### src/rtl/bf_mem_arbiter_if.sv
// rtl/bf_mem_arbiter_if.sv - requester and memory-side signal bundle for bf_mem_arbiter
interface bf_mem_arbiter_if #(
  parameter int ADDR_W = 8,
  parameter int DATA_W = 8
);
  logic              core_req;
  logic              core_we;
  logic [ADDR_W-1:0] core_addr;
  logic [DATA_W-1:0] core_wdata;
  logic [DATA_W-1:0] core_rdata;
  logic              core_ack;

  logic              host_req;
  logic              host_we;
  logic [ADDR_W-1:0] host_addr;
  logic [DATA_W-1:0] host_wdata;
  logic [DATA_W-1:0] host_rdata;
  logic              host_ack;

  logic              mem_en;
  logic              mem_we;
  logic [ADDR_W-1:0] mem_addr;
  logic [DATA_W-1:0] mem_wdata;
  logic [DATA_W-1:0] mem_rdata;

  // Requesters and the memory macro, seen from outside the arbiter
  modport master (
    output core_req, core_we, core_addr, core_wdata,
    input  core_rdata, core_ack,
    output host_req, host_we, host_addr, host_wdata,
    input  host_rdata, host_ack,
    input  mem_en, mem_we, mem_addr, mem_wdata,
    output mem_rdata
  );

  // The arbiter itself
  modport slave (
    input  core_req, core_we, core_addr, core_wdata,
    output core_rdata, core_ack,
    input  host_req, host_we, host_addr, host_wdata,
    output host_rdata, host_ack,
    output mem_en, mem_we, mem_addr, mem_wdata,
    input  mem_rdata
  );
endinterface

### src/rtl/bf_mem_arbiter.sv
// rtl/bf_mem_arbiter.sv - round-robin core/host arbiter for the single-port program/data memory
module bf_mem_arbiter #(
  parameter int ADDR_W  = 8,
  parameter int DATA_W  = 8,
  parameter int MEM_LAT = 1
) (
  input  logic              clk,
  input  logic              nreset,
  bf_mem_arbiter_if.slave   bus
);
  typedef enum logic [1:0] {
    S_IDLE  = 2'd0,
    S_ISSUE = 2'd1,
    S_WAIT  = 2'd2,
    S_DONE  = 2'd3
  } state_t;

  // WAIT spends MEM_LAT cycles, counting down to zero on the capture cycle
  localparam logic [2:0] LAT_LOAD = 3'(MEM_LAT - 1);

  state_t            r_state;
  state_t            w_next;

  // Owner encoding: 0 = core, 1 = host
  logic              r_owner;
  logic              r_last_grant;
  logic              r_we;
  logic [2:0]        r_cnt;

  logic              r_mem_en;
  logic              r_mem_we;
  logic [ADDR_W-1:0] r_mem_addr;
  logic [DATA_W-1:0] r_mem_wdata;
  logic [DATA_W-1:0] r_core_rdata;
  logic [DATA_W-1:0] r_host_rdata;
  logic              r_core_ack;
  logic              r_host_ack;

  logic              w_grant;
  logic              w_grant_host;
  logic              w_sel_we;
  logic [ADDR_W-1:0] w_sel_addr;
  logic [DATA_W-1:0] w_sel_wdata;

  // Next state and grant decision; on a tie the requester not served last wins
  always_comb begin
    w_next       = r_state;
    w_grant      = 1'b0;
    w_grant_host = 1'b0;
    case (r_state)
      S_IDLE: begin
        if (bus.core_req && bus.host_req) begin
          w_grant      = 1'b1;
          w_grant_host = ~r_last_grant;
        end else if (bus.core_req) begin
          w_grant      = 1'b1;
        end else if (bus.host_req) begin
          w_grant      = 1'b1;
          w_grant_host = 1'b1;
        end
        if (w_grant) w_next = S_ISSUE;
      end
      S_ISSUE: w_next = r_we ? S_DONE : S_WAIT;
      S_WAIT:  if (r_cnt == 3'd0) w_next = S_DONE;
      S_DONE:  w_next = S_IDLE;
      default: w_next = S_IDLE;
    endcase
    w_sel_we    = w_grant_host ? bus.host_we    : bus.core_we;
    w_sel_addr  = w_grant_host ? bus.host_addr  : bus.core_addr;
    w_sel_wdata = w_grant_host ? bus.host_wdata : bus.core_wdata;
  end

  // State register
  always_ff @(posedge clk) begin
    if (!nreset) r_state <= S_IDLE;
    else         r_state <= w_next;
  end

  // Latched request, latency counter and registered outputs
  always_ff @(posedge clk) begin
    if (!nreset) begin
      r_owner      <= 1'b0;
      r_last_grant <= 1'b1;
      r_we         <= 1'b0;
      r_cnt        <= 3'd0;
      r_mem_en     <= 1'b0;
      r_mem_we     <= 1'b0;
      r_mem_addr   <= '0;
      r_mem_wdata  <= '0;
      r_core_rdata <= '0;
      r_host_rdata <= '0;
      r_core_ack   <= 1'b0;
      r_host_ack   <= 1'b0;
    end else begin
      // The strobe is only ever raised on the IDLE->ISSUE edge, so one per transaction
      r_mem_en <= w_grant;
      r_mem_we <= w_grant && w_sel_we;
      if (w_grant) begin
        r_owner      <= w_grant_host;
        r_last_grant <= w_grant_host;
        r_we         <= w_sel_we;
        r_mem_addr   <= w_sel_addr;
        r_mem_wdata  <= w_sel_wdata;
      end
      if (r_state == S_ISSUE)                        r_cnt <= LAT_LOAD;
      else if (r_state == S_WAIT && r_cnt != 3'd0)   r_cnt <= r_cnt - 3'd1;
      if (r_state == S_WAIT && r_cnt == 3'd0) begin
        if (r_owner) r_host_rdata <= bus.mem_rdata;
        else         r_core_rdata <= bus.mem_rdata;
      end
      r_core_ack <= (w_next == S_DONE) && !r_owner;
      r_host_ack <= (w_next == S_DONE) &&  r_owner;
    end
  end

  assign bus.mem_en     = r_mem_en;
  assign bus.mem_we     = r_mem_we;
  assign bus.mem_addr   = r_mem_addr;
  assign bus.mem_wdata  = r_mem_wdata;
  assign bus.core_rdata = r_core_rdata;
  assign bus.core_ack   = r_core_ack;
  assign bus.host_rdata = r_host_rdata;
  assign bus.host_ack   = r_host_ack;
endmodule

### src/flat_wrapper.sv
// flat-port wrapper written by rule: the top's interface ports become plain ports
module bf_mem_arbiter_flat 
#(
  parameter int ADDR_W  = 8,
  parameter int DATA_W  = 8,
  parameter int MEM_LAT = 1
)
  (clk, nreset, bus_core_req, bus_core_we, bus_core_addr, bus_core_wdata, bus_core_rdata, bus_core_ack, bus_host_req, bus_host_we, bus_host_addr, bus_host_wdata, bus_host_rdata, bus_host_ack, bus_mem_en, bus_mem_we, bus_mem_addr, bus_mem_wdata, bus_mem_rdata);
  bf_mem_arbiter_if #(.ADDR_W(ADDR_W), .DATA_W(DATA_W)) bus_i ();
  input  logic clk;
  input  logic nreset;
  input wire logic [$bits(bus_i.core_req)-1:0] bus_core_req;
  input wire logic [$bits(bus_i.core_we)-1:0] bus_core_we;
  input wire logic [$bits(bus_i.core_addr)-1:0] bus_core_addr;
  input wire logic [$bits(bus_i.core_wdata)-1:0] bus_core_wdata;
  output wire logic [$bits(bus_i.core_rdata)-1:0] bus_core_rdata;
  output wire logic [$bits(bus_i.core_ack)-1:0] bus_core_ack;
  input wire logic [$bits(bus_i.host_req)-1:0] bus_host_req;
  input wire logic [$bits(bus_i.host_we)-1:0] bus_host_we;
  input wire logic [$bits(bus_i.host_addr)-1:0] bus_host_addr;
  input wire logic [$bits(bus_i.host_wdata)-1:0] bus_host_wdata;
  output wire logic [$bits(bus_i.host_rdata)-1:0] bus_host_rdata;
  output wire logic [$bits(bus_i.host_ack)-1:0] bus_host_ack;
  output wire logic [$bits(bus_i.mem_en)-1:0] bus_mem_en;
  output wire logic [$bits(bus_i.mem_we)-1:0] bus_mem_we;
  output wire logic [$bits(bus_i.mem_addr)-1:0] bus_mem_addr;
  output wire logic [$bits(bus_i.mem_wdata)-1:0] bus_mem_wdata;
  input wire logic [$bits(bus_i.mem_rdata)-1:0] bus_mem_rdata;
  assign bus_i.core_req = bus_core_req;
  assign bus_i.core_we = bus_core_we;
  assign bus_i.core_addr = bus_core_addr;
  assign bus_i.core_wdata = bus_core_wdata;
  assign bus_core_rdata = bus_i.core_rdata;
  assign bus_core_ack = bus_i.core_ack;
  assign bus_i.host_req = bus_host_req;
  assign bus_i.host_we = bus_host_we;
  assign bus_i.host_addr = bus_host_addr;
  assign bus_i.host_wdata = bus_host_wdata;
  assign bus_host_rdata = bus_i.host_rdata;
  assign bus_host_ack = bus_i.host_ack;
  assign bus_mem_en = bus_i.mem_en;
  assign bus_mem_we = bus_i.mem_we;
  assign bus_mem_addr = bus_i.mem_addr;
  assign bus_mem_wdata = bus_i.mem_wdata;
  assign bus_i.mem_rdata = bus_mem_rdata;
  bf_mem_arbiter #(.ADDR_W(ADDR_W), .DATA_W(DATA_W), .MEM_LAT(MEM_LAT)) u_core (.clk(clk), .nreset(nreset), .bus(bus_i));
endmodule
### config.mk
export PLATFORM = sky130hd
export DESIGN_NAME = bf_mem_arbiter_flat
export DESIGN_NICKNAME = d
export VERILOG_FILES = /design/src/rtl/bf_mem_arbiter_if.sv /design/src/rtl/bf_mem_arbiter.sv /design/src/flat_wrapper.sv
export SDC_FILE = /design/constraint.sdc
export NUM_CORES = 1
export LEC_CHECK = 0
export ABC_AREA = 1
export CAP_MARGIN = 10
export CORE_ASPECT_RATIO = 1.25
export CORE_MARGIN = 4
export CORE_UTILIZATION = 43
export DETAILED_ROUTE_END_ITERATION = 8
export GPL_ROUTABILITY_DRIVEN = 0
export PLACE_DENSITY = 0.82
export REMOVE_ABC_BUFFERS = 1
export SYNTH_ARGS = -nofsm -noshare
export SYNTH_HDL_FRONTEND = slang
export SYNTH_SLANG_ARGS = --single-unit
### constraint.sdc
create_clock -name clk -period 1.8 [get_ports clk]
set_clock_uncertainty 0.2 [all_clocks]
set_input_delay 0.45 -clock clk [delete_from_list [all_inputs] [get_ports clk]]
set_output_delay 0.45 -clock clk [all_outputs]
set_load 0.02 [all_outputs]
==> reports/qor.yml, run 1 <==
worst_setup_path:
  cp.arrival_ns: 1.64
  cp_data_required_time_ns: 1.79
  cp-start-kind: "flop"
  critical_path_class: "reg2reg"
  critPathCaptureType: "flop"
  cp_max_fo: 16
sta:
  fin_hold_ws_ns: 0.2660
  slew_headroom_pct: 80.41
  post-route-period-util_pct: 91.75
  max_freq_mhz: 605.5
  drv_slew: 0
  tightestPinTransition_ns: 0.2934
  fin_crit_ns: 1.651
  setup_viol: 0
  hold_violations: 0
placed_design:
  dp.cells: 447
  dp_hpwl_mm: 3.590
  io_buffers: 81
  placed_area_um2: 2977
floorplan:
  die_y_um: 86.31
  core_area_um2: 4730
  rows: 28
  die-area_um2: 6097
  die_w_um: 70.65
  boundaryPins: 82
  start_util_pct: 44.60
clock_tree:
  htreeDepth: 2
  cts_made_buffers: 5
  cts_tree: "yes"
  cts.clk_slew.worst_paths_ns: 0.08
  clk_latency_ns: 0.28
  clockRootBuffer: "clkbuf_8"
  clockBufferDepth: 2
  clock_sinks: 44
  cts.hold.buffers_added: 0
final_layout:
  fin_nets: 447
  instances_no_fill: 456
  layout-drive-gt1-share_pct: 5.808
  layout_commonest_cell: "nor2_1"
  n_antenna_cell: 0
  syn2layout_area_growth_pct: 46.26
  final_cell_area_um2: 3085
  final_util_pct: 65.24
  mostFrequentLayoutCells: "nor2_1, nand2_1, inv_1, clkdlybuf4s50_1, dfxtp_1"
global_route:
  grt_use_total_pct: 16.34
  antenna_found_initial: 0
  grt_pass1_wl_mm: 8.307
  grt_max_degree: 35
  grt_pass1_vias: 2020
  grt_overflow: 0
status:
  status: "completed"
power:
  total_power_w: 0.004156
  p_per_area_nw_per_um2: 1347
  leakage_nw: 1.572
  ir_drop_mv: 0.6703
synthesis:
  yosysUniqueCellTypes: 20
  postSynthAreaPerCell_um2: 6.697
  syn-instance-count: 315
  synth_seq_area_share_pct: 41.76
  yosysWarnings: 0
  yosys_register_bits: 44
  synth_area_um2: 2110
drt:
  via_per_inst: 4.555
  m1WireLength_mm: 2.038
  drt_iter0_markers: 110
  post_drt_wl_per_cell_um: 10.50
  highest_layer: "met4"
  vias: 2077
  met2_length_mm: 2.339
  drc_errors: 0
  firstDrtPassIters: 4
  wl_met3_um: 353
  antenna_left: 0
  drt-total-wl_mm: 4.787
job:
  maxCapViolations: 0
min_path:
  hold_class: "reg2reg"
[power breakdown]
part	internal [W]	switching [W]
Sequential	0.00126	0.000133
Combinational	0.000810	0.00115
Clock	0.000490	0.000313
[cell families after synthesis]
kind of cell    Yosys count  share of synthesized area (%)
flops                    44                          41.76
buf+inv                  61                          12.99
compound gates           39                          9.252
fa+ha+maj                 6                          3.559
simple gates            164                          32.03
xor+xnor                  1                         0.4153
[layer usage]
metal	vias to the layer above	track usage, %
met4	0	5.812
met3	4	4.524
met5	-	0
met2	64	31.09
li1	1115	-
met1	894	17.03
[synth_stat cells]
master | number | area (µm²)
or2_2 | 2 | 12.51
nand2_1 | 65 | 244.0
buf_4 | 1 | 7.510
nand3_2 | 2 | 20.02
o21ai_0 | 17 | 85.08
nor2_2 | 2 | 12.51
inv_2 | 1 | 3.750
xor2_1 | 1 | 8.760
nand3_1 | 21 | 105.1
nor2_1 | 70 | 262.8
buf_6 | 4 | 45.04
nand3b_1 | 1 | 7.510
nor2_4 | 1 | 11.26
o21ai_1 | 1 | 5.000
a21oi_1 | 21 | 105.1
ha_1 | 6 | 75.07
buf_2 | 9 | 45.04
inv_1 | 45 | 168.9
dfxtp_1 | 44 | 880.8
clkbuf_1 | 1 | 3.750
[critical path: stages, from the launching register on]
cell and delay (ns):
dfxtp_1 0.33, inv_1 0.12, ha_1 0.31, nand3_2 0.15, nor2_4 0.15, buf_12 0.14
nand2_1 0.05, nand2_1 0.06, nor2_1 0.04
[cell type report]
cell class	instances	area, µm²
multi-input cells	210	962.2
fillers	440	1644
clock inverters	1	30.03
well taps	60	75.07
inverters	46	172.7
clock buffers	7	96.34
repair buffers	88	868.3
flip-flops and latches	44	880.8
[state kept, by name (all words and copies together), names as in the netlist]
name,cells
u_core.bus.core_rdata,8
u_core.bus.host_rdata,8
u_core.bus.mem_addr,8
u_core.bus.mem_wdata,8
u_core.r_cnt,3
u_core.r_state,2
u_core.bus.core_ack,1
u_core.bus.host_ack,1
u_core.bus.mem_en,1
u_core.bus.mem_we,1
u_core.r_last_grant,1
u_core.r_owner,1
u_core.r_we,1
[through the flow]
stage | setup TNS [ns] | worst slack, ns
6_report | 0 | 0.1486
5_1_grt | -0.002798 | -0.002798
4_1_cts | 0 | 0.1024
3_5_place_dp | -1.363 | -0.08678
3_3_place_gp | -0.5696 | -0.04013
2_1_floorplan | 0 | 0.04008
[what timing repair did]
| action | 4_1_cts | 5_1_grt |
|---|---|---|
| setup endpoints to repair | 36 | 11 |
| buffers inserted | 0 | 1 |
| gates cloned | 0 | 0 |
| pin swaps | 0 | 1 |
| resized for setup | 36 | 1 |
| hold endpoints to repair | 0 | 0 |
[path summary, 6_finish.rpt]
check                    start                       end  slack, ns  cells past startpoint
max          u_core.r_state[0]  u_core.bus.core_rdata[6]       0.15                      8
min            u_core.r_cnt[1]           u_core.r_cnt[1]       0.27                      2
max reg2reg  u_core.r_state[0]  u_core.bus.core_rdata[6]       0.15                      8
min reg2reg    u_core.r_cnt[1]           u_core.r_cnt[1]       0.27                      2
Note: power is estimated with default switching activity, not from simulation.
==> inputs of run 2 (changes only) <==
--- a/config.mk
+++ b/config.mk
@@ -11,7 +11,6 @@
 export CORE_MARGIN = 4
 export CORE_UTILIZATION = 43
 export DETAILED_ROUTE_END_ITERATION = 8
-export GPL_ROUTABILITY_DRIVEN = 0
 export PLACE_DENSITY = 0.82
 export REMOVE_ABC_BUFFERS = 1
 export SYNTH_ARGS = -nofsm -noshare
==> results of run 2 <==
Final layout, timing and power as in run 1 (identical DEF).
==> RTL edit: new RTL, config.mk and constraints of run 2 <==
Re-encode `state_t` (4 states) as one-hot, 4 bits wide.
--- a/src/rtl/bf_mem_arbiter.sv
+++ b/src/rtl/bf_mem_arbiter.sv
@@ -10,7 +10,7 @@
 );
-  typedef enum logic [1:0] {
-    S_IDLE  = 2'd0,
-    S_ISSUE = 2'd1,
-    S_WAIT  = 2'd2,
-    S_DONE  = 2'd3
+  typedef enum logic [3:0] {
+    S_IDLE  = 4'b0001,
+    S_ISSUE = 4'b0010,
+    S_WAIT  = 4'b0100,
+    S_DONE  = 4'b1000
   } state_t;
Behaviour: same outputs for any inputs over 10 cycles, from zero or initial values and one cycle with nreset low; not proved beyond that.
==> RTL edit against run 2 <==
Final area rose by 3.0%; wire length rose by 0.42%; setup slack improved by 0.0085 ns; fmax rose by 0.52%; count of clock-buffer cells in the layout fell by 2; synthesized area rose by 5.6%; utilization fell by 2.2 points; sequential share of layout area rose by 0.43 points; sequential cell count rose by 2.
Power is not compared: it rests on default switching activity, and its combinational part moved more than twofold at a synthesized area within 25%.
==> RTL edit: results (changes against run 2) <==
* Largest net degree at the start of global routing at 28 (-20%)
* CTS clock-pin slew for the worst setup and hold paths at 0.09 ns
* Top post-synthesis cells by area: dfxtp_1 (41%), nand2_1 (13%), inv_1 (8.1%), nor2_1 (6.6%), a21oi_2 (5.9%)
* Yosys warnings at 0 (unchanged)
* FILL cells at 477 (+8.4%)
* PortBufs at 81 (unchanged)
* Relative slew margins at 0.746 (-0.0580)
* Worst hold path depth at 2 (unchanged)
* Number of antenna violations at the first check in global routing at 0 (unchanged)
* Async S/R FF share, synth at 0 (unchanged)
* CP top delay family: buffers and inverters
* H-tree depth at 2 (unchanged)
* Post-synth cell types at 27 (+35%)
* Worst-Skew Late Latency at 0.30 ns (+0.02 ns)
* Ratio of cells with drive above 1 in the final layout at 0.173 (+0.115)
* Worst Reg2Reg Path Length in Cells at 7 (-1)
* Post-Synthesis Cells at 305 (-3.2%)
* RePlAce Congestion at 0.792 (+2.8%)
* Crit path to: bus_mem_wdata[2]
* Routing usage on met2 at 0.297 (-0.0143)
* Global Route met1 Usage at 0.156 (-0.0141)
* CTS Buffer Depth at 2 (unchanged)
* TritonRoute pass-1 iters at 4 (unchanged)
* Clk root buf: clkbuf_8
* 1st-iter DRT viols at 68 (-38%)
* Post-synth top cells: nand2_1 (75), inv_1 (48), dfxtp_1 (46), nor2_1 (39), o21ai_0 (18)
* First-pass GRT wire length at 7.87 mm (-5.3%)
* Crit path from: u_core.bus.mem_wdata[2]
* Vias per cell at 4.39 (-3.5%)
* Setup Buffers After CTS at 0 (unchanged)
* Drt total wl at 4.81 mm (+0.42%)
* Register area share after synthesis at 0.413 (-0.00431)
* Reg2Reg Setup Slack at 0.18 ns (+0.03 ns)
* Ys flop type: dfxtp_1
* Critical Path Slowest Stage Cell: dlygate4sd2_1
* CP max FO at 2 (-14)
* Hpwl dp at 3.85 mm (+7.3%)
* Avg WL per Cell at 10.6 um (+0.86%)
* FF-to-FF Start: u_core.r_cnt[0]
* Largest stage delay on the critical path at 0.35 ns (+0.02 ns)
* Status: finished, final reports clean
* Vias in the first global route at 1868 (-7.5%)
* Gr usage total at 0.153 (-0.0103)
* # diodes at 0 (unchanged)
* CTS Buf Count at 5 (unchanged)
* Dpl cells at 446 (-0.22%)
* Met3 Use GR at 0.0500 (+0.00476)
* Nets at 439 (-1.8%)
* Reg2reg end: u_core.bus.host_rdata[4]
==> RTL edit: changes by cell type after synthesis, sizes merged, moves of 4 or more <==
| cell | change |
|---|---|
| nand2 | +20 |
| or2 | +14 |
| inv | +4 |
| ha | -4 |
| buf | -9 |
| nand3 | -13 |
| nor2 | -30 |
==> RTL edit: cells by family (layout without fill, tap and decap cells) <==
logic type                 count (synthesis)  count (layout)  share of synthesized area
AOI/OAI and AO/OA                         39              39                      0.114
adders and majority gates                  2               2                     0.0112
and+or+nand+nor                          156             156                      0.340
DFF                                       46              46                      0.413
buffers and inverters                     62             149                      0.122
==> RTL edit: worst min-delay path by stage <==
stage / slack [ns] / endpoint / startpoint
2_1_floorplan: 0.23 / u_core.r_last_grant / u_core.r_last_grant
3_3_place_gp: 0.25 / u_core.r_cnt[1] / u_core.r_cnt[1]
3_5_place_dp: 0.26 / u_core.r_last_grant / u_core.r_last_grant
4_1_cts: 0.28 / u_core.r_last_grant / u_core.r_last_grant
5_1_grt: 0.30 / u_core.r_we / u_core.r_we
6_report: 0.28 / u_core.r_cnt[0] / u_core.r_cnt[0]
==> RTL edit: layout make-up <==
type	count	area [um2]	share of cell area
Sequential cell	46	921	0.290
Multi-Input combinational cell	197	1040	0.326
Inverter	53	206	0.0650
Tap cell	62	77.6	0.0244
Timing Repair Buffer	88	843	0.265
Clock buffer	5	68.8	0.0217
Clock inverter	3	25.0	0.00787
==> RTL edit: repair_timing <==
item                       in CTS  in global routing
resized for setup              36                  0
hold buffers                    0                  0
setup endpoints to repair      36                  0
==> RTL edit: power groups by stage <==
stage          logic [mW]  clock network, mW  registers (mW)
2_1_floorplan       0.455                  0            1.32
3_3_place_gp        0.991                  0            1.21
3_5_place_dp         1.01                  0            1.22
4_1_cts             0.947              0.670            1.19
5_1_grt              1.04              0.712            1.20
6_report            0.932              0.658            1.19
==> RTL edit: stage by stage <==
step / instance area [um2] / hold slack (ns) / total power, mW / util / worst slack, ns
after floorplan: 2160 / 0.229 / 1.77 / - / 0.304
after global placement: 3130 / 0.253 / 2.20 / 0.620 / -0.102
after detailed placement: 3130 / 0.255 / 2.22 / 0.620 / -0.134
after CTS: 3180 / 0.278 / 2.81 / 0.630 / 0.133
after global routing: 3180 / 0.301 / 2.95 / 0.630 / 0.0470
final: 3180 / 0.278 / 2.78 / 0.630 / 0.157
==> RTL edit: layer usage <==
| metal | wire [um] | up-vias |
|---|---|---|
| li1 | - | 1086 |
| met1 | 1820 | 846 |
| met2 | 2530 | 59 |
| met3 | 412 | 4 |
| met4 | 47 | 0 |
| met5 | 0 | - |
